**config.mk**
```make
export PLATFORM = sky130hd
export DESIGN_NAME = tmds_encoder_mc
export DESIGN_NICKNAME = d
export VERILOG_FILES = /design/src/rtl/tmds_pkg.sv /design/src/rtl/tmds_ch_enc.sv /design/src/rtl/tmds_encoder_mc.sv
export SDC_FILE = /design/constraint.sdc
export NUM_CORES = 1
export LEC_CHECK = 0
export ABC_AREA = 1
export CAP_MARGIN = 30
export CORE_MARGIN = 4
export CORE_UTILIZATION = 45
export CTS_CLUSTER_DIAMETER = 120
export DETAILED_ROUTE_END_ITERATION = 12
export PLACE_DENSITY = 0.7
export SLEW_MARGIN = 20
export SYNTH_ARGS = -nofsm -noshare
export SYNTH_HDL_FRONTEND = slang
export SYNTH_SLANG_ARGS = --single-unit
```
**constraint.sdc**
```tcl
create_clock -name pclk -period 7.5 [get_ports pclk]
set_clock_uncertainty 0.05 [all_clocks]
set_input_delay 1.5 -clock pclk [delete_from_list [all_inputs] [get_ports pclk]]
set_output_delay 1.5 -clock pclk [all_outputs]
set_load 0.005 [all_outputs]
```
**src/rtl/tmds_pkg.sv**
```systemverilog
// rtl/tmds_pkg.sv - shared mode codes, fixed code words and TERC4 lookup for the TMDS encoder
package tmds_pkg;

   typedef enum logic [2:0] {
      MODE_CTRL   = 3'd0,
      MODE_VIDEO  = 3'd1,
      MODE_TERC4  = 3'd2,
      MODE_VGUARD = 3'd3,
      MODE_DGUARD = 3'd4
   } mode_e;

   localparam int CNT_W = 5;

   localparam logic [9:0] CTRL_00 = 10'b1101010100;
   localparam logic [9:0] CTRL_01 = 10'b0010101011;
   localparam logic [9:0] CTRL_10 = 10'b0101010100;
   localparam logic [9:0] CTRL_11 = 10'b1010101011;

   // GUARD_A: video guard on lanes 0/2; GUARD_B: video guard lane 1 and data-island guard lanes 1/2
   localparam logic [9:0] GUARD_A = 10'b1011001100;
   localparam logic [9:0] GUARD_B = 10'b0100110011;

   function automatic logic [9:0] ctrl_word(input logic [1:0] c);
      logic [9:0] w;
      case (c)
         2'b00:   w = CTRL_00;
         2'b01:   w = CTRL_01;
         2'b10:   w = CTRL_10;
         default: w = CTRL_11;
      endcase
      return w;
   endfunction

   function automatic logic [9:0] terc4_word(input logic [3:0] nib);
      logic [9:0] w;
      case (nib)
         4'h0:    w = 10'b1010011100;
         4'h1:    w = 10'b1001100011;
         4'h2:    w = 10'b1011100100;
         4'h3:    w = 10'b1011100010;
         4'h4:    w = 10'b0101110001;
         4'h5:    w = 10'b0100011110;
         4'h6:    w = 10'b0110001110;
         4'h7:    w = 10'b0100111100;
         4'h8:    w = 10'b1011001100;
         4'h9:    w = 10'b0100111001;
         4'hA:    w = 10'b0110011100;
         4'hB:    w = 10'b1011000110;
         4'hC:    w = 10'b1010001110;
         4'hD:    w = 10'b1001110001;
         4'hE:    w = 10'b0101100011;
         default: w = 10'b1011000011;
      endcase
      return w;
   endfunction

endpackage

```
**src/rtl/tmds_ch_enc.sv**
```systemverilog
// rtl/tmds_ch_enc.sv - one TMDS channel: three-stage symbol pipeline with running disparity
module tmds_ch_enc
   import tmds_pkg::*;
(
   input  logic       pclk,
   input  logic       rst_n,
   input  logic       ce_i,
   input  logic [1:0] role_i,
   input  logic [2:0] mode_i,
   input  logic [7:0] data_i,
   input  logic [1:0] ctrl_i,
   input  logic [3:0] terc_i,
   output logic [9:0] data_o
);

   mode_e                    w_mode;
   logic [3:0]               w_n1d;
   logic                     w_use_xnor;
   logic [8:0]               w_qm;
   logic [3:0]               w_n1;
   logic [3:0]               w_n0;
   logic signed [CNT_W-1:0]  w_diff;
   logic [9:0]               w_sym;
   logic signed [CNT_W-1:0]  w_cnt_nxt;

   mode_e                    r1_mode;
   logic [7:0]               r1_data;
   logic [1:0]               r1_ctrl;
   logic [3:0]               r1_terc;
   logic [3:0]               r1_n1d;
   mode_e                    r2_mode;
   logic [8:0]               r2_qm;
   logic [3:0]               r2_n1;
   logic [3:0]               r2_n0;
   logic [1:0]               r2_ctrl;
   logic [3:0]               r2_terc;
   logic signed [CNT_W-1:0]  r_cnt;

   // fold the reserved mode codes onto CTRL before they enter the pipeline
   always_comb begin
      w_mode = MODE_CTRL;
      case (mode_i)
         3'd1:    w_mode = MODE_VIDEO;
         3'd2:    w_mode = MODE_TERC4;
         3'd3:    w_mode = MODE_VGUARD;
         3'd4:    w_mode = MODE_DGUARD;
         default: w_mode = MODE_CTRL;
      endcase
   end

   assign w_n1d      = 4'($countones(data_i));
   assign w_use_xnor = (r1_n1d > 4'd4) || ((r1_n1d == 4'd4) && !r1_data[0]);

   // transition-minimised word built as a serial XOR/XNOR chain over the byte
   always_comb begin
      logic [8:0] v_qm;
      v_qm    = '0;
      v_qm[0] = r1_data[0];
      for (int i = 1; i < 8; i++) begin
         v_qm[i] = w_use_xnor ? ~(v_qm[i-1] ^ r1_data[i]) : (v_qm[i-1] ^ r1_data[i]);
      end
      v_qm[8] = ~w_use_xnor;
      w_qm    = v_qm;
   end

   assign w_n1   = 4'($countones(w_qm[7:0]));
   assign w_n0   = 4'd8 - w_n1;
   assign w_diff = $signed({1'b0, r2_n1}) - $signed({1'b0, r2_n0});

   // output symbol select and disparity update; non-video symbols clear the disparity
   always_comb begin
      w_sym     = CTRL_00;
      w_cnt_nxt = '0;
      case (r2_mode)
         MODE_VIDEO: begin
            if ((r_cnt == '0) || (r2_n1 == r2_n0)) begin
               w_sym     = {~r2_qm[8], r2_qm[8], r2_qm[8] ? r2_qm[7:0] : ~r2_qm[7:0]};
               w_cnt_nxt = r2_qm[8] ? (r_cnt + w_diff) : (r_cnt - w_diff);
            end else if ((!r_cnt[CNT_W-1] && (r2_n1 > r2_n0)) ||
                         ( r_cnt[CNT_W-1] && (r2_n0 > r2_n1))) begin
               w_sym     = {1'b1, r2_qm[8], ~r2_qm[7:0]};
               w_cnt_nxt = r_cnt + (r2_qm[8] ? 5'sd2 : 5'sd0) - w_diff;
            end else begin
               w_sym     = {1'b0, r2_qm[8], r2_qm[7:0]};
               w_cnt_nxt = r_cnt + w_diff - (r2_qm[8] ? 5'sd0 : 5'sd2);
            end
         end
         MODE_TERC4:  w_sym = terc4_word(r2_terc);
         MODE_VGUARD: w_sym = (role_i == 2'd1) ? GUARD_B : GUARD_A;
         MODE_DGUARD: w_sym = (role_i == 2'd0) ? terc4_word(r2_terc) : GUARD_B;
         default:     w_sym = ctrl_word(r2_ctrl);
      endcase
   end

   // three pipeline stages plus disparity, all frozen while ce_i is low
   always_ff @(posedge pclk or negedge rst_n) begin
      if (!rst_n) begin
         r1_mode <= MODE_CTRL;
         r1_data <= '0;
         r1_ctrl <= '0;
         r1_terc <= '0;
         r1_n1d  <= '0;
         r2_mode <= MODE_CTRL;
         r2_qm   <= '0;
         r2_n1   <= '0;
         r2_n0   <= '0;
         r2_ctrl <= '0;
         r2_terc <= '0;
         r_cnt   <= '0;
         data_o  <= '0;
      end else if (ce_i) begin
         r1_mode <= w_mode;
         r1_data <= data_i;
         r1_ctrl <= ctrl_i;
         r1_terc <= terc_i;
         r1_n1d  <= w_n1d;
         r2_mode <= r1_mode;
         r2_qm   <= w_qm;
         r2_n1   <= w_n1;
         r2_n0   <= w_n0;
         r2_ctrl <= r1_ctrl;
         r2_terc <= r1_terc;
         r_cnt   <= w_cnt_nxt;
         data_o  <= w_sym;
      end
   end

endmodule

```
**src/rtl/tmds_encoder_mc.sv**
```systemverilog
// rtl/tmds_encoder_mc.sv - multi-channel TMDS encoder sharing mode, enable and pipeline timing
module tmds_encoder_mc
   import tmds_pkg::*;
#(
   parameter int NUM_CH = 3
) (
   input  logic                   pclk,
   input  logic                   rst_n,
   input  logic                   ce_i,
   input  logic [2:0]             mode_i,
   input  logic [8*NUM_CH-1:0]    data_i,
   input  logic [2*NUM_CH-1:0]    ctrl_i,
   input  logic [4*NUM_CH-1:0]    terc_i,
   output logic [10*NUM_CH-1:0]   data_o
);

   // one encoder per lane; lane role repeats every three channels
   for (genvar k = 0; k < NUM_CH; k++) begin : g_ch
      localparam logic [1:0] ROLE = 2'(k % 3);
      tmds_ch_enc u_ch (
         .pclk   (pclk),
         .rst_n  (rst_n),
         .ce_i   (ce_i),
         .role_i (ROLE),
         .mode_i (mode_i),
         .data_i (data_i[8*k +: 8]),
         .ctrl_i (ctrl_i[2*k +: 2]),
         .terc_i (terc_i[4*k +: 4]),
         .data_o (data_o[10*k +: 10])
      );
   end

endmodule

```
Word-level counts from Yosys, hierarchy flattened
Memory sizes are Yosys's and may differ from the RTL's. Cells that the tools add are included.

Register bits after elaboration: 174. Bits in read-only memories: 640. Bits of input ports: 48. Output and inout port bits: 30. Logic and storage cells: 268. Memories kept: 4.

Add/sub/neg operators: 63. Magnitude comparators: 9. Equal/unequal tests: 20. Muxes and demuxes: 55. Bitwise operators: 51. Reductions and logical operators: 31.

Memories: (no name shown) (depth 16, width 10, rd ports 1, clocked after memory_dff 0, write ports 0, RTL line tmds_pkg.sv:36) `case (nib)`; (no name shown) (depth 16, width 10, rd ports 1, clocked after memory_dff 0, write ports 0, RTL line tmds_pkg.sv:36); (no name shown) (depth 16, width 10, rd ports 1, clocked after memory_dff 0, write ports 0, RTL line tmds_pkg.sv:36); (no name shown) (depth 16, width 10, rd ports 1, clocked after memory_dff 0, write ports 0, RTL line tmds_pkg.sv:36).

Operators by type and width (number): $pmux 10 s3 (4); $pmux 10 s4 (2); $add 4x4->4 (18); $mux 10 (6); $mux 5 (12); $add 1x1->2 (24); $sub 5x5->5 (9); $add 5x5->5 (6); $not 1->1 (27); $gt 4x4->1 (6); $mux 8 (3); $not 8->8 (3); $mux 1 (21); $xor 1x1->1 (21); $logic_not 5->1 (3); $sub 4x4->5 (3); $eq 3x2->1 const B (4); $eq 4x3->1 const B (3); $eq 4x4->1 (3); $gt 4x3->1 const B (3); $mux 2 (6); $pmux 3 s4 (1); $sub 4x4->4 const A (3); $logic_and 1x1->1 (9); other kinds (8) (29).

Logic depth before layout (Yosys ltp)
Gate-level depths: netlist (run 1).

Depth in word-level cells: 26. Depth in mapped cells: 19.

Modules after synthesis
Synthesis (run 1) repeated with hierarchy kept, for this count alone.

Cells, all modules: 1713. Area, all modules: 12982.5 um^2.

Modules (own cells, without submodules): tmds_ch_enc at g_ch[1].u_ch (instances 1, cells an instance 571, area an instance 4393.0 um^2, sequential area each 1501.4 um^2); tmds_ch_enc at g_ch[0].u_ch (instances 1, cells an instance 570, area an instance 4305.4 um^2, sequential area each 1501.4 um^2); tmds_ch_enc at g_ch[2].u_ch (instances 1, cells an instance 570, area an instance 4276.6 um^2, sequential area each 1501.4 um^2); tmds_encoder_mc (instances 1, cells an instance 2, area an instance 7.5 um^2, sequential area each 0.0 um^2).

Worst setup path after synthesis (run 1)
No wires, ideal clock.

Path type: input-to-reg. From: in data_i[14]. To: reg g_ch[1].u_ch.r1_n1d[2]. Arrival time: 3.439 ns. Data required time: 7.333 ns. Setup slack: 3.894 ns. Cell stages on the path: 7. Path through: ha_1 fa_1 fa_1 ha_1 fa_1 nand2_1 nand2_1.

Word-level cells in the longest chain between the ends: 3.

Ends and longest elaborated chain: start: declaration (RTL line tmds_encoder_mc.sv:11) `input logic [8*NUM_CH-1:0] data_i,`; $add 1x1->2 (not written as such) (RTL line tmds_ch_enc.sv:51) `assign w_n1d = 4'($countones(data_i));`; $add 4x4->4 (not written as such) (2 in a row) (RTL line tmds_ch_enc.sv:51); via g_ch[1].u_ch.w_n1d[2] (RTL line tmds_ch_enc.sv:17) `logic [3:0] w_n1d;`; end signal: assignment (RTL line tmds_ch_enc.sv:116) `r1_n1d <= w_n1d;`; end: declaration (RTL line tmds_ch_enc.sv:30) `logic [3:0] r1_n1d;`.

The timed path passes the listed nets, and every way through them passes these cells. A chain may end at the register's enable or synchronous reset.

Final worst setup path (run 1)
From: reg g_ch[1].u_ch.r1_data[0]. To: reg g_ch[1].u_ch.r2_n0[3].

Word-level cells in the longest chain between the ends: 26. Elaborated cells on any way between the ends: 32. Classes of those cells: add/sub: 8; mux: 7; bitwise: 14; reduce/logical: 3.

Ends and longest elaborated chain: start: declaration (RTL line tmds_ch_enc.sv:27) `logic [7:0] r1_data;`; start signal: assignment (RTL line tmds_ch_enc.sv:113) `r1_data <= data_i;`; $logic_not 1->1 (RTL line tmds_ch_enc.sv:52) `assign w_use_xnor = (r1_n1d > 4'd4) || ((r1_n1d == 4'd4) && !r1_data[0]);`; $logic_and 1x1->1 (RTL line tmds_ch_enc.sv:52); $logic_or 1x1->1 (RTL line tmds_ch_enc.sv:52); $mux 1 (RTL line tmds_ch_enc.sv:60) `v_qm[i] = w_use_xnor ? ~(v_qm[i-1] ^ r1_data[i]) : (v_qm[i-1] ^ r1_data[i]);`; $xor 1x1->1 (RTL line tmds_ch_enc.sv:60); $not 1->1 (RTL line tmds_ch_enc.sv:60); $mux 1 (RTL line tmds_ch_enc.sv:60); $xor 1x1->1 (RTL line tmds_ch_enc.sv:60); (+10 left out); $mux 1 (RTL line tmds_ch_enc.sv:60); $xor 1x1->1 (RTL line tmds_ch_enc.sv:60); $not 1->1 (RTL line tmds_ch_enc.sv:60); $mux 1 (RTL line tmds_ch_enc.sv:60); $add 1x1->2 (not written as such) (RTL line tmds_ch_enc.sv:66) `assign w_n1 = 4'($countones(w_qm[7:0]));`; $add 4x4->4 (not written as such) (RTL line tmds_ch_enc.sv:66); $add 4x4->4 (not written as such) (*) (RTL line tmds_ch_enc.sv:66); $sub 4x4->4 (*) (RTL line tmds_ch_enc.sv:67) `assign w_n0 = 4'd8 - w_n1;`; end signal: assignment (RTL line tmds_ch_enc.sv:120) `r2_n0 <= w_n0;`; end: declaration (RTL line tmds_ch_enc.sv:34) `logic [3:0] r2_n0;`.

Every way passes the cells marked *; elsewhere a longest branch is shown, timed or not.

==> results.yml, run 1 <==
run_status:
  status: "complete, no violations"
detailed_routing:
  drc: 0
  drt-total-wl_um: 27490
  antenna_left: 0
  drt-pass1-iter-count: 5
  post_drt_wl_per_cell_um: 13.93
  drt-initial-drc-count: 653
  vias: 10199
  avgViaCountPerCell: 5.169
worst_setup_path:
  max_stage_delay_ps: 530
  rrSetupSlack_ps: 3600
  critPathLaunchType: "register"
  cp-end-kind: "register"
  r2r_cells: 14
  cpMaxStageDelayCell: "fa_1"
  worstSetupPathType: "register to register"
  crit_chain: "inv_1 -> o31ai_1 -> nand2_2 -> xor2_1 -> nand2_1 -> fa_1 -> inv_1 -> fa_1 -> ha_1 -> inv_1 -> fa_1 -> nand3_1 -> o22ai_1 -> a31oi_1"
  worstPathArrival_ps: 4110
  worst_r2r_endpoint: "g_ch[1].u_ch.r2_n0[3]"
  critPathRequiredTime_ps: 7710
  critPathMaxFanout: 6
  reg2reg_from: "g_ch[1].u_ch.r1_data[0]"
cts:
  clk_path_buf_depth: 2
  tritoncts: "done"
  ctsResizeCount: 0
  cts_hold_buf: 0
  htree_levels: 4
  cts_setup_buffers: 0
  cts-root-buf: "clkbuf_16"
  cts-buffers-inserted: 17
  numClockSinks: 168
  insertion_delay_ps: 420
  cts.clk_slew.worst_paths_ps: 70
logic_synthesis:
  synth_top_area_share_pct: 34.59
  synth_cell_type_count: 44
  synth_xor_area_share_pct: 3.736
  synth_simple_gate_area_share_pct: 25.67
  synth.area.top_cells: "dfrtp_1, nand2_1, ha_1, nand3_1, inv_1"
  async_flop_share_pct: 100.0
  muxShareOfSynthArea_pct: 0
  ys_warn_count: 0
  synth-edff-count: 0
  synth_fa_ha_area_share_pct: 17.35
  synth_compound_area_share_pct: 10.16
  synth_nets: 1765
  syn_inst: 1570
  synth_seq_cells: 168
  syn_area_um2: 12160
  synth_area_per_cell_um2: 7.742
  yosys.area.top_type: "dfrtp_1"
  synth-main-ff-cell: "dfrtp_1"
  synth_top_family_by_area: "simple AND/OR/NAND/NOR gates"
  seq_area_frac_synth_pct: 34.59
timing:
  period_needed_ps: 3899
  timing_hold_violations_final: 0
  rsz0062_at_grt: "false"
  max_freq_mhz: 256.5
  finalSetupViolations: 0
  max_slew_margin_pct: 38.80
  finalSetupTns_ps: 0
  period_share_pct: 51.98
  report.final.slew_viol_count: 0
  worstMarginPinSlew_ps: 917.9
layout:
  final_area_um2: 13780
  layout_commonest_cell: "nand2_1"
  nets: 1820
  area_growth_pct: 13.35
  layout_common_cells: "nand2_1, inv_1, dfrtp_1, nand3_1, o21ai_0"
  post_route_cells_drive_above_1_share_pct: 7.021
  n_antenna_cell: 0
placement:
  post-dp-hpwl_um: 20210
  postPlaceCellArea_um2: 13180
  routabilityCongestion: 0.9407
  portBuffers: 77
min_path:
  hold_depth: 2
  holdPathEnd: "g_ch[2].u_ch.r1_ctrl[1]"
  holdCritPathClass: "register to register"
  hold_start: "g_ch[2].u_ch.r1_ctrl[1]"
power:
  irDropWorstVdd_v: 0.0001993
  leakage_nw: 7.063
  power.density_nw_per_um2: 439.4
floorplanning:
  core_um2: 26280
  die_area_um2: 29710
  fp.dieW_um: 172.4
  initial_core_util_pct: 46.25
  pin_count: 78
  rows: 59
  die_h_um: 172.4
job:
  maxCapViolCount: 0
grt:
  grt_start_max_net_pins: 116
  antenna_found_initial: 0
  gr-total-overflow: 0
  grt_pass1_vias: 9824
  gr-usage-all-layers_pct: 18.88
  grt_pass1_wl_um: 46710
[logic make-up (layout without fill, tap and decap cells)]
kind of cell / count (synthesis) / count (layout)
and+or+nand+nor: 712 / 712
buffers and inverters: 269 / 337
AOI/OAI and AO/OA: 223 / 223
DFF: 168 / 168
adders and majority gates: 147 / 147
xor gates and xnor gates: 51 / 51
[worst max-delay path by stage]
stage	startpoint	to	cells past startpoint
after global placement	data_i[14]	g_ch[1].u_ch.r1_n1d[2]	8
after CTS	g_ch[1].u_ch.r1_data[0]	g_ch[1].u_ch.r2_n0[3]	14
after global routing	g_ch[1].u_ch.r1_data[0]	g_ch[1].u_ch.r2_n0[3]	14
final	g_ch[1].u_ch.r1_data[0]	g_ch[1].u_ch.r2_n0[3]	14
after floorplan	data_i[14]	g_ch[1].u_ch.r1_n1d[2]	7
after detailed placement	data_i[12]	g_ch[1].u_ch.r1_n1d[2]	8
[metrics by stage]
stage               total power [mW]  worst slack (ps)  util [%]  hold WS (ps)  std cells
finish                         6.054              3601     52.43         419.8       1973
global placement               5.085              3367     50.16         407.9       1940
floorplan                      4.276              3894         -         391.9       1570
detailed placement             5.190              3321     50.16         409.5       1940
global route                   6.743              3229     52.43         444.8       1973
CTS                            6.094              3580     52.35         426.7       1972
[synth_stat cells (2+ instances only)]
cell and n:
or2_2 30, o31ai_1 5, nand2_2 15, fa_1 36
nor2_4 2, nor2_1 64, a31oi_1 6, buf_1 4
a211oi_1 4, nand4_1 6, xnor2_1 18, inv_1 212
nand2_1 409, nand3b_1 3, o21ai_0 129, o21bai_1 4
o22ai_1 4, nor3_1 2, a21oi_1 42, ha_1 111
nand3_1 165, xor2_1 32, inv_2 10, nand3_2 8
buf_2 15, dfrtp_1 168, nor2_2 3, o21a_1 4
clkbuf_1 26, o211ai_1 14, nand2_4 3, o21ai_1 4
[layer usage]
metal  wire length [um]  GRT usage, %  part of all wire (%)  vias to the layer above
li1                   -             -                     -                     5124
met2              13000         31.14                    47                      228
met3               1008         2.675                   3.7                       36
met4                474         5.058                   1.7                        0
met1              13000         26.19                    47                     4811
met5                  0             0                     0                        -
[flip-flops by register name, summed over array words and instances (netlist names)]
signal and cells:
g_ch.u_ch.r_cnt 15, g_ch.u_ch.data_o 30, g_ch.u_ch.r2_mode 3, g_ch.u_ch.r1_terc 12, g_ch.u_ch.r2_qm 27, g_ch.u_ch.r2_ctrl 6
g_ch.u_ch.r1_ctrl 6, g_ch.u_ch.r1_data 24, g_ch.u_ch.r2_n1 9, g_ch.u_ch.r2_terc 12, g_ch.u_ch.r1_mode 3, g_ch.u_ch.r2_n0 9
g_ch.u_ch.r1_n1d 12
[where the power goes]
part	internal (mW)	switching, mW	total, mW
logic	1.52	2.35	3.87
registers	1.13	0.189	1.32
clock network	0.475	0.391	0.866
[cell type report]
cell class | instances | area [um^2]
flip-flops and latches | 168 | 4204
well taps | 335 | 419.2
repair buffers | 82 | 823.3
inverters | 223 | 837.1
clock buffers | 18 | 439.2
multi-input cells | 1133 | 6919
fillers | 2534 | 12500
clock inverters | 14 | 136.4
[worst max-delay path, delay by kind of cell (launching register included)]
family,cells,cell delay (ps)
xor+xnor,1,350
compound gates,3,550
simple gates,3,460
fa+ha+maj,4,1720
buf+inv,3,180
flops,1,400
Note: power is estimated with default switching activity, not from simulation.
==> inputs of run 2 (changes only) <==
Settings changed: PLACE_DENSITY 0.7 to 0.73.
Clock period 7.5 ns to 3.12 ns, I/O delays scaled along.
==> results.yml, run 2 (synthesis gave the netlist of run 1 again) <==
power:
  finalPower_mw: 16.10
  power.density_nw_per_um2: 1089
  leakage_nw: 7.559
  irDropWorstVdd_v: 0.0004831
timing:
  finalSetupViolations: 13
  max_slew_margin_pct: 56.53
  period_needed_ps: 3541
  report.final.slew_viol_count: 0
  timing_hold_violations_final: 0
  period_share_pct: 113.5
  max_freq_mhz: 282.4
  rsz0062_at_grt: "true"
  fin_ws_ps: -421.1
  worstMarginPinSlew_ps: 645.2
  timing.hold.ws_ps: 78.37
layout:
  post_route_cells_drive_above_1_share_pct: 14.91
  multi_input_area_um2: 7162
  n_antenna_cell: 0
  n_fill_cell: 2328
  fin_cells: 2065
  largest-register: "g_ch.u_ch.data_o"
  regArea_um2: 4207
  area_growth_pct: 21.65
  nets: 1912
  largest_register_ffs: 30
  layout_commonest_cell: "nand2_1"
  layout_common_cells: "nand2_1, inv_1, dfrtp_1, nand3_1, o21ai_0"
  reg_top3: "g_ch.u_ch.data_o: 30 flops, g_ch.u_ch.r2_qm: 27 flops, g_ch.u_ch.r1_data: 24 flops"
worst_setup_path:
  path_delay_family: "adder cells"
  critPathRequiredTime_ps: 3430
  worst_r2r_endpoint: "g_ch[0].u_ch.r2_n0[3]"
  crit_chain: "o31ai_4 -> nand2_2 -> xor2_2 -> or2_4 -> fa_1 -> inv_1 -> fa_1 -> ha_2 -> fa_2 -> nor3_2 -> xor2_1 -> nand2_1 -> o21ai_1"
  critPathMaxFanout: 4
  worstSetupPathType: "register to register"
  timing.critical_path.buf_inv: 1
  max_stage_delay_ps: 530
  worstPathArrival_ps: 3850
  cpMaxStageDelayCell: "fa_1"
  r2r_cells: 13
  critPathLaunchType: "register"
  rrSetupSlack_ps: -420
  reg2reg_from: "g_ch[0].u_ch.r1_n1d[0]"
  cp-end-kind: "register"
  cpMostUsedCell: "fa_1"
floorplanning:
  initial_core_util_pct: 46.25
  pin_count: 78
  core_um2: 26280
  die_h_um: 172.4
  fp.dieW_um: 172.4
  rows: 59
  die_area_um2: 29710
cts:
  insertion_delay_ps: 440
  cts.clk_slew.worst_paths_ps: 80
  cts-root-buf: "clkbuf_16"
  cts-buffers-inserted: 17
  htree_levels: 4
  tritoncts: "done"
  numClockSinks: 168
  clk_path_buf_depth: 2
  cts_hold_buf: 0
run_status:
  violations: "negative setup slack"
  status: "finished, violations left"
grt:
  grt_pass1_vias: 10527
  grt_start_max_net_pins: 162
  grt_pass1_wl_um: 49460
  gr-usage-all-layers_pct: 20.29
  gr-total-overflow: 0
  antenna_found_initial: 0
detailed_routing:
  drc: 0
  post_drt_wl_per_cell_um: 14.12
  drt-total-wl_um: 29170
  drt-pass1-iter-count: 8
  vias: 10486
  drt-initial-drc-count: 550
  avgViaCountPerCell: 5.078
  antenna_left: 0
placement:
  post-dp-hpwl_um: 21430
  dpl.cell_count: 2018
  routabilityCongestion: 0.9050
  portBuffers: 77
job:
  maxCapViolCount: 0
min_path:
  holdCritPathClass: "primary input to async pin"
-- run 2: area by class of cell --
| class | count | area share, % |
|---|---|---|
| Clock buffer | 17 | 2.877 |
| Clock inverter | 15 | 1.345 |
| Multi-Input combinational cell | 1133 | 48.43 |
| Inverter | 223 | 5.661 |
| Sequential cell | 168 | 28.45 |
| Timing Repair Buffer | 174 | 10.40 |
| Tap cell | 335 | 2.835 |
-- run 2: timing repair --
action	CTS	global route
buffers inserted	10	6
gates resized for setup	18	26
gates cloned	0	0
pin swaps	16	25
setup endpoints to repair	14	19
-- run 2: worst reg2reg max path, stage by stage (launching register included) --
cell and delay, ps:
dfrtp_1 410, o31ai_4 270, nand2_2 130, xor2_2 170, or2_4 240, fa_1 530
inv_1 50, fa_1 490, ha_2 180, fa_2 440, nor3_2 200, xor2_1 150
nand2_1 60, o21ai_1 90
-- run 2: routing by layer --
| layer | vias to the layer above | share of wire [%] | global-route usage [%] | routed length, um |
|---|---|---|---|---|
| li1 | 5303 | - | - | - |
| met1 | 4923 | 46 | 26.70 | 13330 |
| met2 | 220 | 49 | 34.99 | 14330 |
| met3 | 40 | 3.5 | 3.064 | 1008 |
| met4 | 0 | 1.7 | 5.434 | 492 |
| met5 | - | 0 | 0 | 0 |
-- run 2: worst max-delay path by stage --
stage	start	to	slack, ps	cells past startpoint
floorplan	g_ch[0].u_ch.r1_data[0]	g_ch[0].u_ch.r2_n0[3]	-260	14
global placement	g_ch[2].u_ch.r1_data[0]	g_ch[2].u_ch.r2_n0[3]	-270	15
detailed placement	g_ch[0].u_ch.r1_data[0]	g_ch[0].u_ch.r2_n0[2]	-360	18
CTS	g_ch[2].u_ch.r1_data[1]	g_ch[2].u_ch.r2_n0[3]	-360	15
global route	g_ch[0].u_ch.r1_data[0]	g_ch[0].u_ch.r2_n0[3]	-630	14
finish	g_ch[0].u_ch.r1_n1d[0]	g_ch[0].u_ch.r2_n0[3]	-420	13
-- run 2: metrics by stage --
stage               utilization (%)  worst slack, ps  cell area (um^2)  TNS [ps]
detailed placement            52.78           -360.6             13870     -4154
CTS                           55.68           -363.0             14630     -2562
global placement              52.78           -271.8             13870     -2547
floorplan                         -           -257.8             12230     -1229
global route                  56.27           -631.0             14790     -5790
finish                        56.27           -421.1             14790     -3417
-- run 2: report_power, final --
| group | total (mW) | internal [mW] | switching, mW | leakage (nW) |
|---|---|---|---|---|
| combinational | 10.7 | 4.61 | 6.13 | 5.19 |
| clock | 2.22 | 1.16 | 1.05 | 0.301 |
| sequential | 3.13 | 2.71 | 0.426 | 2.06 |
